===== config.mk =====
export PLATFORM = sky130hd
export DESIGN_NAME = ldl_rr_arb_lock_flat
export DESIGN_NICKNAME = d
export VERILOG_FILES = /design/src/rtl/ldl_arb_pkg.sv /design/src/rtl/ldl_rr_arb_lock_if.sv /design/src/rtl/ldl_rr_pick.sv /design/src/rtl/ldl_rr_arb_lock.sv /design/src/flat_wrapper.sv
export SDC_FILE = /design/constraint.sdc
export NUM_CORES = 1
export LEC_CHECK = 0
export CORE_MARGIN = 4
export CORE_UTILIZATION = 45
export DETAILED_ROUTE_END_ITERATION = 8
export DONT_BUFFER_PORTS = 1
export PLACE_DENSITY_LB_ADDON = 0.12
export SETUP_SLACK_MARGIN = 0.02
export SLEW_MARGIN = 20
export SYNTH_ARGS = -nofsm -noshare
export SYNTH_HDL_FRONTEND = slang
export SYNTH_SLANG_ARGS = --single-unit

===== constraint.sdc =====
create_clock -name clk -period 2.65 [get_ports clk]
set_input_delay 0.265 -clock clk [delete_from_list [all_inputs] [get_ports clk]]
set_output_delay 0.265 -clock clk [all_outputs]
set_load 0.02 [all_outputs]

===== src/rtl/ldl_arb_pkg.sv =====
// Shared arbiter types and constants: state encoding, default hold limit, and a width helper.
// Combinational helpers only; no latency or backpressure of its own.
package ldl_arb_pkg;

    typedef enum logic {
        IDLE = 1'b0,
        BUSY = 1'b1
    } arb_state_t;

    localparam int DEF_MAX_HOLD = 16;

    // Bits needed to hold values 0..v-1, never less than 1.
    function automatic int safe_clog2(input int v);
        int w;
        w = 1;
        for (int i = 1; i < 31; i++) begin
            if ((1 << i) < v) w = i + 1;
        end
        return w;
    endfunction

endpackage


===== src/rtl/ldl_rr_arb_lock_if.sv =====
// Request/grant bundle between requesters (master) and the locking arbiter (slave).
// The timeout pulse exists only when ARB_TIMEOUT_EN is defined.
interface ldl_rr_arb_lock_if #(
    parameter int BIN_WIDTH = 3
);
    localparam int N = 1 << BIN_WIDTH;

    logic [N-1:0]         req;
    logic                 xfer;
    logic                 last;
    logic [N-1:0]         gnt;
    logic [BIN_WIDTH-1:0] gnt_id;
    logic                 gnt_vld;
`ifdef ARB_TIMEOUT_EN
    logic                 timeout;

    modport master (output req, xfer, last, input gnt, gnt_id, gnt_vld, timeout);
    modport slave  (input req, xfer, last, output gnt, gnt_id, gnt_vld, timeout);
`else
    modport master (output req, xfer, last, input gnt, gnt_id, gnt_vld);
    modport slave  (input req, xfer, last, output gnt, gnt_id, gnt_vld);
`endif

endinterface


===== src/rtl/ldl_rr_pick.sv =====
// Round-robin winner select: lowest asserted index above ptr, else lowest asserted overall.
// Purely combinational, zero latency, no backpressure.
module ldl_rr_pick #(
    parameter  int BIN_WIDTH = 3,
    localparam int N         = 1 << BIN_WIDTH
) (
    input  logic [N-1:0]         req,
    input  logic [BIN_WIDTH-1:0] ptr,
    output logic [N-1:0]         win,
    output logic [BIN_WIDTH-1:0] win_id,
    output logic                 any
);

    function automatic logic [BIN_WIDTH-1:0] lowest(input logic [N-1:0] v);
        logic [BIN_WIDTH-1:0] res;
        res = '0;
        for (int i = N - 1; i >= 0; i--) begin
            if (v[i]) res = BIN_WIDTH'(i);
        end
        return res;
    endfunction

    logic [N-1:0]         above_mask;
    logic [N-1:0]         req_above;
    logic [BIN_WIDTH-1:0] id_above;
    logic [BIN_WIDTH-1:0] id_all;

    always_comb begin
        above_mask = '0;
        for (int i = 0; i < N; i++) begin
            above_mask[i] = (BIN_WIDTH'(i) > ptr);
        end
    end

    assign req_above = req & above_mask;
    assign id_above  = lowest(req_above);
    assign id_all    = lowest(req);
    assign any       = |req;
    assign win_id    = (|req_above) ? id_above : id_all;
    assign win       = any ? (N'(1) << win_id) : '0;

endmodule


===== src/rtl/ldl_rr_arb_lock.sv =====
// Round-robin arbiter holding each grant for a whole packet; grant 1 cycle after req, no bubble on hand-over.
// No backpressure: release on xfer&last, owner abandon, or (with ARB_TIMEOUT_EN) a forced hold-limit timeout.
module ldl_rr_arb_lock
    import ldl_arb_pkg::*;
#(
    parameter  int BIN_WIDTH = 3,
    parameter  int MAX_HOLD  = DEF_MAX_HOLD,
    localparam int N         = 1 << BIN_WIDTH
) (
    input  logic              clk,
    input  logic              rst_n,
    ldl_rr_arb_lock_if.slave  bus
);

    if (MAX_HOLD < 2) begin : g_bad_max_hold
        $error("ldl_rr_arb_lock: MAX_HOLD must be at least 2");
    end

    arb_state_t           state_q, state_d;
    logic [N-1:0]         gnt_q, gnt_d;
    logic [BIN_WIDTH-1:0] gnt_id_q, gnt_id_d;
    logic                 gnt_vld_q, gnt_vld_d;
    logic [BIN_WIDTH-1:0] ptr_q, ptr_d;

    logic [N-1:0]         pick_req;
    logic [N-1:0]         win;
    logic [BIN_WIDTH-1:0] win_id;
    logic                 win_any;

    logic busy;
    logic done;
    logic owner_req;
    logic hold_hit;
    logic rel;

`ifdef ARB_TIMEOUT_EN
    localparam int HOLD_W = safe_clog2(MAX_HOLD + 1);
    logic [HOLD_W-1:0] hold_q, hold_d;
    logic              timeout_q, timeout_d;

    assign hold_hit    = busy && (hold_q == HOLD_W'(MAX_HOLD - 1));
    assign bus.timeout = timeout_q;
`else
    assign hold_hit = 1'b0;
`endif

    assign busy      = (state_q == BUSY);
    assign done      = bus.xfer & bus.last;
    assign owner_req = bus.req[gnt_id_q];
    assign rel       = busy & (done | ~owner_req | hold_hit);

    // The current owner is masked so a release hands over to someone else when possible.
    assign pick_req = bus.req & ~gnt_q;

    ldl_rr_pick #(.BIN_WIDTH(BIN_WIDTH)) u_pick (
        .req    (pick_req),
        .ptr    (ptr_q),
        .win    (win),
        .win_id (win_id),
        .any    (win_any)
    );

    always_comb begin
        state_d   = state_q;
        gnt_d     = gnt_q;
        gnt_id_d  = gnt_id_q;
        gnt_vld_d = gnt_vld_q;
        ptr_d     = ptr_q;
`ifdef ARB_TIMEOUT_EN
        hold_d    = busy ? hold_q + HOLD_W'(1) : hold_q;
        timeout_d = hold_hit & ~done & owner_req;
`endif
        if ((state_q == IDLE) || rel) begin
            if (win_any) begin
                state_d   = BUSY;
                gnt_d     = win;
                gnt_id_d  = win_id;
                gnt_vld_d = 1'b1;
                ptr_d     = win_id;
`ifdef ARB_TIMEOUT_EN
                hold_d    = '0;
`endif
            end else begin
                state_d   = IDLE;
                gnt_d     = '0;
                gnt_vld_d = 1'b0;
            end
        end
    end

    always_ff @(posedge clk or negedge rst_n) begin
        if (!rst_n) begin
            state_q   <= IDLE;
            gnt_q     <= '0;
            gnt_id_q  <= '0;
            gnt_vld_q <= 1'b0;
            ptr_q     <= BIN_WIDTH'(N - 1);
`ifdef ARB_TIMEOUT_EN
            hold_q    <= '0;
            timeout_q <= 1'b0;
`endif
        end else begin
            state_q   <= state_d;
            gnt_q     <= gnt_d;
            gnt_id_q  <= gnt_id_d;
            gnt_vld_q <= gnt_vld_d;
            ptr_q     <= ptr_d;
`ifdef ARB_TIMEOUT_EN
            hold_q    <= hold_d;
            timeout_q <= timeout_d;
`endif
        end
    end

    assign bus.gnt     = gnt_q;
    assign bus.gnt_id  = gnt_id_q;
    assign bus.gnt_vld = gnt_vld_q;

endmodule


===== src/flat_wrapper.sv =====
// flat-port wrapper written by rule: the top's interface ports become plain ports
module ldl_rr_arb_lock_flat import ldl_arb_pkg::*;
#(
    parameter  int BIN_WIDTH = 3,
    parameter  int MAX_HOLD  = DEF_MAX_HOLD,
    localparam int N         = 1 << BIN_WIDTH
)
  (clk, rst_n, bus_req, bus_xfer, bus_last, bus_gnt, bus_gnt_id, bus_gnt_vld);
  ldl_rr_arb_lock_if #(.BIN_WIDTH(BIN_WIDTH)) bus_i ();
  input  logic clk;
  input  logic rst_n;
  input wire logic [$bits(bus_i.req)-1:0] bus_req;
  input wire logic [$bits(bus_i.xfer)-1:0] bus_xfer;
  input wire logic [$bits(bus_i.last)-1:0] bus_last;
  output wire logic [$bits(bus_i.gnt)-1:0] bus_gnt;
  output wire logic [$bits(bus_i.gnt_id)-1:0] bus_gnt_id;
  output wire logic [$bits(bus_i.gnt_vld)-1:0] bus_gnt_vld;
  assign bus_i.req = bus_req;
  assign bus_i.xfer = bus_xfer;
  assign bus_i.last = bus_last;
  assign bus_gnt = bus_i.gnt;
  assign bus_gnt_id = bus_i.gnt_id;
  assign bus_gnt_vld = bus_i.gnt_vld;
  ldl_rr_arb_lock #(.BIN_WIDTH(BIN_WIDTH), .MAX_HOLD(MAX_HOLD)) u_core (.clk(clk), .rst_n(rst_n), .bus(bus_i));
endmodule

## After elaboration in Yosys (flattened, before gate mapping)

Index checks and enable logic that the tools add are counted.

| storage, ports and cells | value |
|---|---|
| output and inout bits | 12 |
| memory bits (writable) | 0 |
| memories | 0 |
| memory bits (read-only) | 0 |
| bits in latches | 0 |
| flip-flop bits (word level) | 15 |

| operators by class | value |
|---|---|
| shifts and indexed selects | 1 |
| bitwise operators | 8 |
| equality and inequality tests | 0 |
| add/sub/neg operators | 0 |
| reduce and logical (&&, ||, !) cells | 4 |
| div/mod/pow operators | 0 |
| $lt $le $gt $ge | 9 |
| mux-type cells | 21 |
| multiply operators | 0 |

Operator list:

| operator | number |
|---|---|
| two-way mux 3 bit | 17 |
| AND 8 bit | 2 |
| OR reduction 8 bit | 2 |
| > comparator 3 bit, first input constant | 4 |
| two-way mux 8 bit | 1 |
| NOT 8 bit | 1 |
| left shift 1 x 3 -> 8 bit, first input constant | 1 |
| > comparator 1 x 3 -> 1 bit, first input constant | 2 |
| > comparator 2 x 3 -> 1 bit, first input constant | 2 |
| < comparator 3 x 4 -> 1 bit, second input constant | 1 |
| binary-select mux 1 bit (select 3 bit) | 1 |
| AND 1 bit | 2 |
| two-way mux 1 bit | 2 |
| NOT 1 bit | 2 |
| AND reduction 2 bit | 1 |
| logical OR 1 bit | 1 |
| OR 1 bit | 1 |

## Logic depth before layout (Yosys ltp)

Gate-level depths: netlist of run 1.

| logic depth | value |
|---|---|
| depth in word-level cells | 14 |
| depth in mapped cells | 7 |

## Hierarchy

A second synthesis of run 1 with hierarchy kept.

| unflattened totals | value |
|---|---|
| cells, all modules | 129 |
| area, all modules | 1132.3 um^2 |

By module, submodules not included:

| module | instances | area an instance (um^2) | cells an instance |
|---|---|---|---|
| ldl_rr_arb_lock | 1 | 772.0 | 72 |
| ldl_rr_pick | 1 | 360.3 | 57 |

## Worst setup path after synthesis of run 1

No wires, ideal clock.

| path | value |
|---|---|
| kind | reg-to-reg |
| start | register u_core.gnt_id_q[0] (netlist: u_core.bus.gnt_id[0]) |
| end | register u_core.gnt_q[5] (netlist: u_core.bus.gnt[5]) |
| cell stages (with the launch flop) | 8 |
| library setup time | 0.066 ns |
| path buffers | 1 |
| arrival time | 1.988 ns |
| path slack | 0.595 ns |
| cells stage by stage | dfrtp_1 mux4_1 mux2i_1 nor2_1 buf_6 or2_4 nor3b_2 a22o_1 |

| between the ends | value |
|---|---|
| cells in the longest elaborated chain, start to end | 6 |

RTL lines:

| what | RTL line | source |
|---|---|---|
| start: declaration | ldl_rr_arb_lock.sv:21 | `logic [BIN_WIDTH-1:0] gnt_id_q, gnt_id_d;` |
| start signal: assignment | ldl_rr_arb_lock.sv:105 | `gnt_id_q <= gnt_id_d;` |
| binary-select mux 1 bit (select 3 bit) | ldl_rr_arb_lock.sv:49 | `assign owner_req = bus.req[gnt_id_q];` |
| two-way mux 1 bit (implied by the code) | ldl_rr_arb_lock.sv:49 |  |
| NOT 1 bit | ldl_rr_arb_lock.sv:50 | `assign rel = busy & (done \| ~owner_req \| hold_hit);` |
| OR 1 bit | ldl_rr_arb_lock.sv:50 |  |
| AND 1 bit | ldl_rr_arb_lock.sv:50 |  |
| logical OR 1 bit | ldl_rr_arb_lock.sv:73 | `if ((state_q == IDLE) \|\| rel) begin` |
| end signal: assignment | ldl_rr_arb_lock.sv:104 | `gnt_q <= gnt_d;` |
| end: declaration | ldl_rr_arb_lock.sv:20 | `logic [N-1:0] gnt_q, gnt_d;` |

Every way passes these cells. The select of a mux whose other input is x is not followed.
A chain may end at the register's enable or synchronous reset.

## Worst setup path in the final report of run 1

Ends and elaborated chain as after synthesis.

==> impl_results.md, run 1 <==
- Layout overhead on the synthesized area: 6.14%
- Highest-delay cell along the critical path: sky130_fd_sc_hd__mux4_1
- Fin. max-slew vios: 0
- Total half-perimeter wirelength after legalization and detailed placement: around 2000 µm
- Share of the cycle needed by the critical path after routing: 0.829
- Total global-route track usage: 0.197
- Wire length of the first global-routing pass: between 4000 and 5000 µm
- Total negative setup slack: 0 ns
- Longest individual stage delay on the worst path: a little under 0.6 ns
- Maximum number of pins on one net before global-route repair: 16
- Sequential fraction of the synthesis area: 0.396
- Synth unique cells: 38
- Max-Cap Viols: 0
- Global placement routability congestion: approximately 0.9
- Final Non-Filler Cells: ~130
- Critical path launch point type: flop
- Overall routed net length: around 2400 µm
- Post-route antenna net violation count: 0
- Final setup violation count: 0
- PortBufs: 0
- Most common library cell in the layout ignoring fill and taps: sky130_fd_sc_hd__nor2_1
- Detailed Routing Iterations Pass 1: 4
- Clock tree skew after final layout: between 0.003 and 0.004 ns
- DRC viols: 0
- Clock sink total: 15
- Net load switching power: 674 µW
- Clock slew at reported path FFs: around 0.09 ns
- Vias after detailed routing: around 800
- Slew HR: 0.541
- PostCTS Resize Cnt: 0
- Commonest cells after routing, fill and taps aside: 13 x sky130_fd_sc_hd__nor2_1, 12 x sky130_fd_sc_hd__nand2_1, 12 x sky130_fd_sc_hd__dfrtp_1
- Die extent in y: about 54 µm
- Min-delay worst type: input port to flop
- Seq pwr share: 0.405
- Fraction of layout cells with a size suffix above 1: 0.152
- Net count of the mapped netlist: roughly 110
- Post-placement cell count: around 130
- Number of warnings printed during yosys synthesis: 0
- Number of global-route vias before repair: approximately 820
- Worst-margin pin slew: around 0.69 ns
- Crit path cell chain: mux4_1 > mux2i_1 > nor2_1 > or2_4 > nor3b_2 > a22o_1
- Worst path required time: 2.87 ns
- Family with the most delay on the worst path: multiplexers
- Final hold violation count: 0
- Number of setup buffers added after CTS: 0
- Worst setup EP type: flop
- Number of ports placed on the die boundary: 24
- Maximum net fanout on the critical path: 11
- Total core area: roughly 0.0020 mm²
- Total of flip-flops plus latches after synthesis: 15
- Leakage power of the design: about 0.42 nW
- Count of antenna diodes in the layout: 0
- Summed instance area of the synthesized netlist: around 960 µm²
- Proportion of power drawn by the clock network: 0.091
- CTS max path bufs: 2
- CTS tree: built
- Maximum achievable frequency: around 460 MHz
- Routed wire per std cell: 18.3 µm
- Overflow left after global routing: 0
- Mapped Cells: between 100 and 150
- Hold-fix buffers, CTS: 1
- Power density relative to cell area: 1380 mW/mm²
- Total number of nets in the final design: between 100 and 150
- Internal power component: about 730 µW
- Effective utilization at floorplan: 0.479
- Post-layout min period: about 2.2 ns
- Endpoint arrival time on the critical path: 2.41 ns
- Fin util: 0.508
- FILL cells: between 200 and 250
- Clk_lat worst skew: 0.28 ns
- Sw Ratio: 0.481
- Number of H-tree levels: 1
- Root buffer cell: sky130_fd_sc_hd__clkbuf_4
- Largest voltage drop on the vdd net: between 0.7 and 0.8 mV
- Area enclosed by the die boundary: a little under 0.003 mm²
- Bufs and invs on worst path: 0
- RSZ-0062 raised after global routing: no
- Number of CTS-inserted buffers: 3
- Number of placement rows: 16
- Initial DRC count: 20
- Result of the run: completed
- Proportion of power drawn by combinational gates: 0.504
- Die X: roughly 54 µm
- Initial antenna violation count: 0
- Syn avg cell area: between 9 and 10 µm²
- Critical setup path kind: flop to flop
- Via-per-instance ratio: between 6 and 7
[kinds of logic (layout without fill, tap and decap cells)]
kind of cell | Yosys count | in the layout | synth area share
compound gates | 32 | 32 | 0.248
simple gates | 49 | 49 | 0.272
mux | 3 | 3 | 0.0653
flops | 15 | 15 | 0.396
buf+inv | 3 | 6 | 0.0196
[registers in the layout (all words and copies together), names as in the netlist]
register and count:
u_core.bus.gnt_vld 1, u_core.bus.gnt_id 3, u_core.bus.gnt 8, u_core.ptr_q 3
[cell type report]
type                       instances  area (µm²)  area share
multi-input combinational         84         561       0.551
sequential                        15         379       0.373
tap                               27        33.8      0.0332
timing repair buffer               2        17.5      0.0172
clock buffer                       4        26.3      0.0258
[metrics by stage]
stage | setup WS (ns) | area [µm²] | hold WS (ns) | power, mW
after detailed placement | 0.487 | 981 | -0.0302 | 1.27
after floorplan | 0.595 | 958 | -0.0306 | 1.12
after global placement | 0.535 | 981 | -0.0302 | 1.25
after CTS | 0.467 | 1020 | 0.245 | 1.40
after global routing | 0.306 | 1020 | 0.293 | 1.50
final | 0.454 | 1020 | 0.251 | 1.40
[final timing paths]
check                           slack (ns)                                to                             start  depth (start not counted)
worst max-delay path                  0.45     u_core.bus.gnt[5]$_DFFE_PN0N_  u_core.bus.gnt_id[0]$_DFFE_PN0P_                          6
worst min-delay path                  0.25    u_core.bus.gnt_vld$_DFFE_PN0N_                          bus_last                          3
worst max register to register        0.45     u_core.bus.gnt[5]$_DFFE_PN0N_  u_core.bus.gnt_id[0]$_DFFE_PN0P_                          6
worst min register to register        0.56       u_core.ptr_q[0]$_DFFE_PN1P_       u_core.ptr_q[0]$_DFFE_PN1P_                          2
max in group asynchronous             1.75     u_core.bus.gnt[7]$_DFFE_PN0N_                             rst_n                          1
min in group asynchronous             0.46  u_core.bus.gnt_id[2]$_DFFE_PN0P_                             rst_n                          1
[worst reg2reg max path, delay by kind of cell, from the launching register on]
kind	cells	cell delay [ns]
multiplexers	2	0.76
flip-flops	1	0.52
AND/OR/NAND/NOR	3	0.71
AO/OA/AOI/OAI	1	0.15
[routing by layer]
metal | vias to the layer above | GRT usage | share of wire
met2 | 21 | 0.323 | 0.48
met4 | 0 | 0.0498 | 0.0083
met3 | 2 | 0.0693 | 0.081
li1 | 387 | - | -
met5 | - | 0 | 0
met1 | 391 | 0.245 | 0.43
[synth_stat cells]
cell type,n,share of area
sky130_fd_sc_hd__a21boi_0,1,0.0078
sky130_fd_sc_hd__a21o_1,2,0.016
sky130_fd_sc_hd__a21o_2,2,0.018
sky130_fd_sc_hd__a21oi_1,3,0.016
sky130_fd_sc_hd__a22o_1,2,0.018
sky130_fd_sc_hd__a22o_2,2,0.021
sky130_fd_sc_hd__a22oi_1,1,0.0078
sky130_fd_sc_hd__a2bb2oi_1,2,0.018
sky130_fd_sc_hd__a311o_1,1,0.010
sky130_fd_sc_hd__a311oi_1,1,0.0091
sky130_fd_sc_hd__a31o_2,1,0.0091
sky130_fd_sc_hd__a32o_1,1,0.010
sky130_fd_sc_hd__a32oi_1,1,0.0091
sky130_fd_sc_hd__and2b_4,1,0.010
sky130_fd_sc_hd__buf_6,1,0.012
sky130_fd_sc_hd__clkbuf_1,2,0.0078
sky130_fd_sc_hd__dfrtp_1,12,0.31
sky130_fd_sc_hd__dfstp_2,3,0.082
sky130_fd_sc_hd__mux2i_1,1,0.010
sky130_fd_sc_hd__mux4_1,2,0.055
sky130_fd_sc_hd__nand2_1,12,0.047
sky130_fd_sc_hd__nand2b_1,6,0.039
sky130_fd_sc_hd__nand3_1,1,0.0052
sky130_fd_sc_hd__nor2_1,13,0.051
sky130_fd_sc_hd__nor2b_1,7,0.046
sky130_fd_sc_hd__nor3_1,1,0.0052
sky130_fd_sc_hd__nor3_2,1,0.010
sky130_fd_sc_hd__nor3b_1,1,0.0078
sky130_fd_sc_hd__nor3b_2,1,0.013
sky130_fd_sc_hd__nor4_1,1,0.0065
sky130_fd_sc_hd__o211ai_1,1,0.0078
sky130_fd_sc_hd__o21a_1,1,0.0078
sky130_fd_sc_hd__o21ai_0,7,0.037
sky130_fd_sc_hd__o31a_1,1,0.0091
sky130_fd_sc_hd__o31ai_1,2,0.016
sky130_fd_sc_hd__or2_4,1,0.0091
sky130_fd_sc_hd__or3_1,2,0.013
sky130_fd_sc_hd__or4_1,1,0.0078
[power groups by stage]
stage          Combinational [mW]  Sequential (mW)  Clock [mW]
4_1_cts                     0.699            0.569       0.132
6_report                    0.706            0.567       0.128
3_5_place_dp                0.691            0.574           0
2_1_floorplan               0.621            0.500           0
3_3_place_gp                0.680            0.569           0
5_1_grt                     0.779            0.587       0.139
No activity file was read; power rests on OpenSTA's default activity.
==> run 2, diff against run 1 <==
==> constraint.sdc (replaced) <==
create_clock -name clk -period 1.78 [get_ports clk]
set_input_delay 0.178 -clock clk [delete_from_list [all_inputs] [get_ports clk]]
set_output_delay 0.178 -clock clk [all_outputs]
set_load 0.02 [all_outputs]
==> impl_results.md, run 2 (synthesis results as in run 1) <==
- Die X: 54.2 µm (unchanged)
- Critical path launch point type: flop
- Post-layout min period: 1.95 ns (-0.251 ns)
- Post-placement cell count: 162 (+28%)
- PortBufs: 0 (unchanged)
- Count of antenna diodes in the layout: 0 (unchanged)
- Total number of nets in the final design: 165 (+40%)
- Total non-filler cell area in the finished layout: 0.00154 mm² (+51%)
- Overall routed net length: 3190 µm (+32%)
- RSZ-0062 raised after global routing: yes
- Die extent in y: 54.2 µm (unchanged)
- Effective utilization at floorplan: 0.479 (unchanged)
- Initial DRC count: 43 (+110%)
- Initial antenna violation count: 0 (unchanged)
- Net load switching power: 1.45 mW (+120%)
- Most common library cell in the layout ignoring fill and taps: sky130_fd_sc_hd__buf_4
- Root buffer cell: sky130_fd_sc_hd__clkbuf_4
- Sw Ratio: 0.439 (-0.0429)
- Number of ports placed on the die boundary: 24 (unchanged)
- Violations in the final reports: negative setup slack
- Worst setup EP type: flop
- Routed wire per std cell: 17.8 µm (-2.3%)
- Clock slew at reported path FFs: 0.10 ns (about the same)
- Flip-flop count of the largest register, all copies and words added: 8 (unchanged)
- Min-delay worst type: input port to flop
- Vias after detailed routing: 1042 (+30%)
- Worst-margin pin slew: 0.709 ns (+0.0234 ns)
- Proportion of power drawn by the clock network: 0.062 (-0.029)
- Fin util: 0.768 (+0.260)
- Met2 GRT Util: 0.347 (+0.0239)
- Slew HR: 0.526 (-0.0155)
- Internal power component: 1.86 mW (+160%)
- Number of CTS-inserted buffers: 3 (unchanged)
- Count of cells along the worst register-to-register path: 6 (unchanged)
- Worst-case setup margin in the final layout: -0.165 ns (-0.619 ns)
- Post-route antenna net violation count: 0 (unchanged)
- Grt peak-use layer: met2
- Wire length of the first global-routing pass: 4530 µm (+12%)
- Clock sink total: 15 (unchanged)
- DRC viols: 0 (unchanged)
- Number of placement rows: 16 (unchanged)
- Max-Cap Viols: 0 (unchanged)
- Maximum achievable frequency: 514 MHz (+13%)
- Overflow left after global routing: 0 (unchanged)
- Total core area: 0.00200 mm² (unchanged)
- Met3 routing resource usage after global routing: 0.0609 (-0.00831)
- Maximum number of pins on one net before global-route repair: 16 (unchanged)
- Final hold violation count: 0 (unchanged)
- Detailed Routing Iterations Pass 1: 4 (unchanged)
- Total global-route track usage: 0.219 (+0.0218)
- Share of the cycle needed by the critical path after routing: 1.09 (+0.264)
- Largest voltage drop on the vdd net: 1.43 mV (+99%)
- Maximum net fanout on the critical path: 6 (-5)
- Proportion of power drawn by combinational gates: 0.734 (+0.230)
- Result of the run: finished with violations
- Critical setup path kind: flop to flop
- Clk_lat worst skew: 0.30 ns (+0.02 ns)
- Post-place instance area: 0.00126 mm² (+28%)
- Seq pwr share: 0.204 (-0.201)
- Layout overhead on the synthesized area: 60.4%
- Number of global-route vias before repair: 986 (+21%)
- Commonest cells after routing, fill and taps aside: 45 x sky130_fd_sc_hd__buf_4, 11 x sky130_fd_sc_hd__nand2_1, 8 x sky130_fd_sc_hd__dfrtp_1
- GR Layer Usage met1: 0.285 (+0.0397)
- Total half-perimeter wirelength after legalization and detailed placement: 2170 µm (+8.7%)
- Final Non-Filler Cells: 179 (+36%)
- Via-per-instance ratio: 5.82 (-4.1%)
- Global placement routability congestion: 0.955 (+7.6%)
- Fin. max-slew vios: 0 (unchanged)
- Clock tree skew after final layout: 0.0105 ns (+0.00680 ns)
- Min-Delay Path Depth: 3 (unchanged)
- Worst path required time: 2.02 ns (-0.85 ns)
- Number of H-tree levels: 1 (unchanged)
- Endpoint arrival time on the critical path: 2.19 ns (-0.22 ns)
- Fraction of layout cells with a size suffix above 1: 0.645 (+0.492)
- Leakage power of the design: 0.695 nW (+64%)
- CTS tree: built
- Area enclosed by the die boundary: 0.00293 mm² (unchanged)
- CTS max path bufs: 2 (unchanged)
- Power density relative to cell area: 2160 mW/mm² (+57%)
- Final setup violation count: 11 (+11)
## run 2: what timing repair did
action	4_1_cts	5_1_grt
gates resized for setup	15	24
endpoints found under the hold margin	15	0
pin swaps	8	16
gates cloned	0	0
hold buffers	1	0
buffers inserted	3	9
endpoints found under the setup margin	14	14
## run 2: cell type report
cell class | instances | area [µm²]
Clock inverter | 1 | 5.00
Fill cell | 139 | 464
Timing Repair Buffer | 49 | 382
Clock buffer | 3 | 22.5
Multi-Input combinational cell | 84 | 711
Tap cell | 27 | 33.8
Sequential cell | 15 | 384
## run 2: final timing paths
check	startpoint	endpoint	slack [ns]
worst max-delay path	u_core.bus.gnt_id[0]$_DFFE_PN0P_	u_core.bus.gnt[5]$_DFFE_PN0N_	-0.17
worst max register to register	u_core.bus.gnt_id[0]$_DFFE_PN0P_	u_core.bus.gnt[5]$_DFFE_PN0N_	-0.17
worst min register to register	u_core.bus.gnt_id[1]$_DFFE_PN0P_	u_core.bus.gnt_id[1]$_DFFE_PN0P_	0.61
worst min-delay path	bus_last	u_core.bus.gnt_vld$_DFFE_PN0N_	0.25
min in group asynchronous	rst_n	u_core.bus.gnt_vld$_DFFE_PN0N_	0.36
max in group asynchronous	rst_n	u_core.bus.gnt[1]$_DFFE_PN0N_	0.91
## run 2: worst max-delay path, stage by stage (launching register included)
cell	delay [ns]
sky130_fd_sc_hd__dfrtp_2	0.42
sky130_fd_sc_hd__mux4_2	0.54
sky130_fd_sc_hd__mux2i_4	0.21
sky130_fd_sc_hd__nor2_4	0.07
sky130_fd_sc_hd__or2_4	0.27
sky130_fd_sc_hd__nor3b_4	0.21
sky130_fd_sc_hd__a22o_1	0.17
## run 2: metrics by stage
stage               setup slack (ns)  hold slack (ns)  total power [mW]  setup TNS, ns
finish                        -0.165            0.252              3.32         -0.858
global route                  -0.202            0.255              3.50          -1.57
CTS                           -0.125            0.184              2.87         -0.551
detailed placement            -0.162           -0.117              2.42          -1.10
global placement              -0.169           -0.117              2.40          -1.12
floorplan                     -0.164           -0.118              1.72         -0.783
## run 2: per-layer routing
layer / vias up / wire length, µm
met5: - / 0
met3: 13 / 267
met4: 0 / 80
li1: 482 / -
met2: 57 / 1570
met1: 490 / 1270
## run 2: power groups by stage
stage	Sequential (mW)	Clock [mW]	Combinational (mW)
CTS	0.662	0.206	2.00
floorplan	0.761	0	0.961
finish	0.677	0.205	2.43
global placement	0.654	0	1.74
detailed placement	0.659	0	1.76
global route	0.692	0.223	2.59
